**config.mk**
```make
export PLATFORM = sky130hd
export DESIGN_NAME = bcd_stopwatch_ctrl
export DESIGN_NICKNAME = d
export VERILOG_FILES = /design/src/rtl/bcd_stopwatch_ctrl.sv
export SDC_FILE = /design/constraint.sdc
export NUM_CORES = 1
export LEC_CHECK = 0
export BUFFER_PORTS_ARGS = -buffer_cell sky130_fd_sc_hd__buf_2
export CAP_MARGIN = 20
export CORE_UTILIZATION = 40
export DETAILED_ROUTE_END_ITERATION = 10
export HOLD_SLACK_MARGIN = 0.08
export SETUP_SLACK_MARGIN = 0.05
export SLEW_MARGIN = 20
export SYNTH_ARGS = -nofsm -noshare
export SYNTH_HDL_FRONTEND = slang
export SYNTH_SLANG_ARGS = --single-unit
```
**constraint.sdc**
```tcl
create_clock -name clk -period 5.16 [get_ports clk]
set_clock_uncertainty 0.05 [all_clocks]
set_input_delay 0.258 -clock clk [delete_from_list [all_inputs] [get_ports clk]]
set_output_delay 0.258 -clock clk [all_outputs]
set_load 0.05 [all_outputs]
```
**src/rtl/bcd_stopwatch_ctrl.sv**
```systemverilog
// bcd_stopwatch_ctrl: prescaled 4-digit BCD stopwatch with start/stop/clear/lap.
// Ports: clk, rst (async, high); start/stop/clear/lap levels; count, disp, running, lap_active, ovf.
module bcd_stopwatch_ctrl #(
  parameter int unsigned TICK_DIV = 4,
  parameter bit          WRAP     = 1'b1
) (
  input  logic        clk,
  input  logic        rst,
  input  logic        start,
  input  logic        stop,
  input  logic        clear,
  input  logic        lap,
  output logic [15:0] count,
  output logic [15:0] disp,
  output logic        running,
  output logic        lap_active,
  output logic        ovf
);

  typedef enum logic [1:0] {
    IDLE,
    RUN,
    PAUSE,
    DONE
  } state_t;

  localparam logic [15:0] TMAX = 16'(TICK_DIV - 1);

  state_t      state, state_nx;
  logic [15:0] presc, presc_nx;
  logic [15:0] count_nx;
  logic [15:0] lap_reg, lap_reg_nx;
  logic        lap_active_nx;
  logic        ovf_nx;
  logic        adv;
  logic        tick;
  logic        at_max;
  logic        can_lap;

  // Ripple-carry step of the four decade digits.
  function automatic logic [15:0] bcd_inc(input logic [15:0] v);
    logic [15:0] r;
    logic        cy;
    logic [3:0]  d;
    r  = v;
    cy = 1'b1;
    for (int k = 0; k < 4; k++) begin
      d = v[4*k +: 4];
      if (cy) begin
        if (d == 4'd9) begin
          d = 4'd0;
        end else begin
          d  = d + 4'd1;
          cy = 1'b0;
        end
      end
      r[4*k +: 4] = d;
    end
    return r;
  endfunction

  // A stop sampled in RUN freezes the prescaler on that same edge.
  assign adv     = (state == RUN) && !stop;
  assign tick    = adv && (presc == TMAX);
  assign at_max  = (count == 16'h9999);
  assign can_lap = (state == RUN) || (state == PAUSE);

  always_comb begin
    state_nx      = state;
    presc_nx      = presc;
    count_nx      = count;
    lap_reg_nx    = lap_reg;
    lap_active_nx = lap_active;
    ovf_nx        = 1'b0;
    if (clear) begin
      state_nx      = IDLE;
      presc_nx      = '0;
      count_nx      = '0;
      lap_reg_nx    = '0;
      lap_active_nx = 1'b0;
    end else begin
      if (can_lap && lap) begin
        if (lap_active) begin
          lap_active_nx = 1'b0;
        end else begin
          lap_reg_nx    = count;
          lap_active_nx = 1'b1;
        end
      end
      if (adv) begin
        presc_nx = tick ? 16'd0 : presc + 16'd1;
      end
      if (tick) begin
        if (at_max) begin
          ovf_nx = 1'b1;
          if (WRAP) begin
            count_nx = '0;
          end else begin
            state_nx = DONE;
          end
        end else begin
          count_nx = bcd_inc(count);
        end
      end
      unique case (state)
        IDLE, PAUSE: begin
          if (start && !stop) begin
            state_nx = RUN;
          end
        end
        RUN: begin
          if (stop) begin
            state_nx = PAUSE;
          end
        end
        default: ;
      endcase
    end
  end

  always_ff @(posedge clk or posedge rst) begin
    if (rst) begin
      state      <= IDLE;
      presc      <= '0;
      count      <= '0;
      lap_reg    <= '0;
      lap_active <= 1'b0;
      ovf        <= 1'b0;
    end else begin
      state      <= state_nx;
      presc      <= presc_nx;
      count      <= count_nx;
      lap_reg    <= lap_reg_nx;
      lap_active <= lap_active_nx;
      ovf        <= ovf_nx;
    end
  end

  assign running = (state == RUN);
  assign disp    = lap_active ? lap_reg : count;

endmodule

```
==> results.cfg <==
[status]
status = complete, no violations

[yosys]
yosysTopAreaCell = dfrtp_1
synth_xor_area_frac = 0.0402
syn-cell-area_um2 = 2830
muxShareOfSynthArea = 0.115
ys_warn_count = 0
ys_top_cells_by_count = dfrtp_1 (52), nor2_1 (44), nand2_1 (30), mux2i_1 (19), o21ai_0 (14)
syn_avg_cell_area_um2 = 9.66
yosys.area_share.simple = 0.227
synth_cell_types = 44
synth-compound-area-share = 0.0752
synth_fa_ha_area_frac = 0.0531
synth-edff-count = 0
synthCells = 293
mappedNetlistNets = 311
ys_ff_latch = 52
synthTopCellsByArea = dfrtp_1 (46%), mux2i_1 (6.7%), nor2_1 (5.8%)
post-synth-top-count-cell = dfrtp_1
synth_seq_area_share = 0.460
yosysTopAreaCellShare = 0.460
synth_ff_type = dfrtp_1
synth_top_family_by_area = simple AND/OR/NAND/NOR gates
ys_async_sr_fraction = 1.00

[timing]
finalSetupTns_ns = 0
rsz0062_at_grt = no
period_needed_ns = 2.58
worst_slew_pin_slew_ns = 1.08
hold_viol = 0
fmax_mhz = 387
finalSetupViolations = 0
drv_slew = 0
period_share = 0.500
relSlewSlack = 0.280

[setup_path]
cp.required_ns = 5.32
cp-end-kind = register
cp.arrival_ns = 2.74
regToRegSetupSlack_ns = 2.58
crit_fanout = 13
path_class = register to register
start_kind = register

[power_and_ir_drop]
peakVddDrop_mv = 0.103
p_leak_nw = 1.51
total_power_uw = 806
p_per_area_nw_per_um2 = 251

[clocking]
htreeDepth = 2
cts_tree = done
postCtsHoldBufs = 0
root_buffer = clkbuf_8
path_clk_slew_ns = 0.10
clock_sinks = 52
post_cts_buffers = 0
post_cts_resized = 0
cts_buffers = 5
cts_buffer_depth = 2
clk_latency_ns = 0.31

[global_routing]
use_met2 = 0.289
grt_max_degree = 53
grt_pass1_wl_um = 10200
grt_usage = 0.176
antenna_found_initial = 0
gr-usage-met1 = 0.234
use_met3 = 0.0375
grt_pass1_vias = 2112
grt-ovfl-total = 0
grt.busiest_layer = met2

[die]
num_rows = 30
fp.dieArea_um2 = 7410
initial_core_util = 0.416
die_w_um = 86.1
io_pins = 41
die_h_um = 86.1
fp.coreArea_um2 = 6790

[routing]
drtPass1Iterations = 4
vias_per_cell = 5.12
wire_per_inst_um = 14.4
drc = 0
antenna_left = 0
vias = 2190
routed_wl_um = 6170
drt-initial-drc-count = 116

[cells_and_area]
drive_gt1_frac = 0.202
diodes = 0
ff_latch_area_um2 = 1300
stdcell_count = 428
areaGrowthSynthToFinish_pct = 13.5
final_area_um2 = 3210
fin_nets = 349
fill_cells = 686
multi_input_area_um2 = 1440

[placed_design]
placedCellCount = 420
gp_congestion = 0.839
dp_hpwl_um = 4410
dpl-instance-area_um2 = 3120
io_buffers = 40

[flow_run]
maxCapViolCount = 0

[min_path]
hp-class = input port to async pin
critical path, cell delays in order (launching register included):
cell,delay (ns)
dfrtp_1,0.41
ha_1,0.22
nor4b_1,0.41
and3_1,0.41
nand2_1,0.22
nand2_1,0.38
mux2_2,0.38
placed cells by master (no fill, tap or decap), types with 2 or more instances in the layout:
cell type	netlist	routed
dfrtp_1	52	52
nor2_1	44	44
buf_2	1	40
nand2_1	30	30
mux2i_1	19	19
o21ai_0	14	14
nand3_1	13	13
mux2_2	12	12
ha_1	12	12
inv_1	11	10
a21oi_1	9	9
xor2_1	7	7
xnor2_1	6	6
clkbuf_8	0	6
nand4_1	5	5
o31ai_1	5	5
nor4_1	4	4
or3_1	4	4
nor3_1	3	3
and3_1	3	3
nor2b_1	3	3
nor4b_1	2	2
nor3b_1	2	2
nand3b_1	2	2
or3_2	2	2
and2_1	2	2
report_power, final:
| group | internal, mW | total (mW) | switching, mW |
|---|---|---|---|
| Clock | 0.109 | 0.242 | 0.133 |
| Sequential | 0.415 | 0.437 | 0.0222 |
| Combinational | 0.0453 | 0.127 | 0.0812 |
| Total | 0.569 | 0.806 | 0.236 |
layer usage:
layer	part of all wire	vias up	wire, um
met5	0	-	0
met4	0.012	0	72
met3	0.030	7	187
met2	0.47	37	2920
met1	0.48	1048	2990
li1	-	1098	-
area by class of cell:
type	instances	share of cell area
Timing Repair Buffer	41	0.0647
Multi-Input combinational cell	219	0.450
Tap cell	96	0.0374
Sequential cell	52	0.405
Inverter	12	0.0140
Clock buffer	7	0.0269
Clock inverter	1	0.00234
path summary, 6_finish.rpt:
kind	to	startpoint	cells after the start
setup / recovery	count[1]$_DFFE_PP0P_	presc[0]$_DFFE_PP0P_	6
hold / removal	lap_reg[13]$_DFFE_PP0P_	rst	3
setup reg to reg	count[1]$_DFFE_PP0P_	presc[0]$_DFFE_PP0P_	6
hold reg to reg	lap_reg[6]$_DFFE_PP0P_	lap_reg[6]$_DFFE_PP0P_	2
max in group asynchronous	lap_reg[11]$_DFFE_PP0P_	rst	3
min in group clk	presc[1]$_DFFE_PP0P_	stop	4
through the flow:
stage	hold WS [ns]	worst slack, ns	utilization
2_1_floorplan	0.425	2.54	-
3_3_place_gp	0.433	2.72	0.459
3_5_place_dp	0.432	2.58	0.459
4_1_cts	0.0922	2.59	0.473
5_1_grt	0.134	2.34	0.473
6_report	0.0689	2.58	0.473
cell families after synthesis:
logic type | Yosys count
simple gates | 127
buf+inv | 22
fa+ha+maj | 12
mux | 31
flops | 52
compound gates | 36
xor+xnor | 13
No activity file was read; power rests on OpenSTA's default activity.
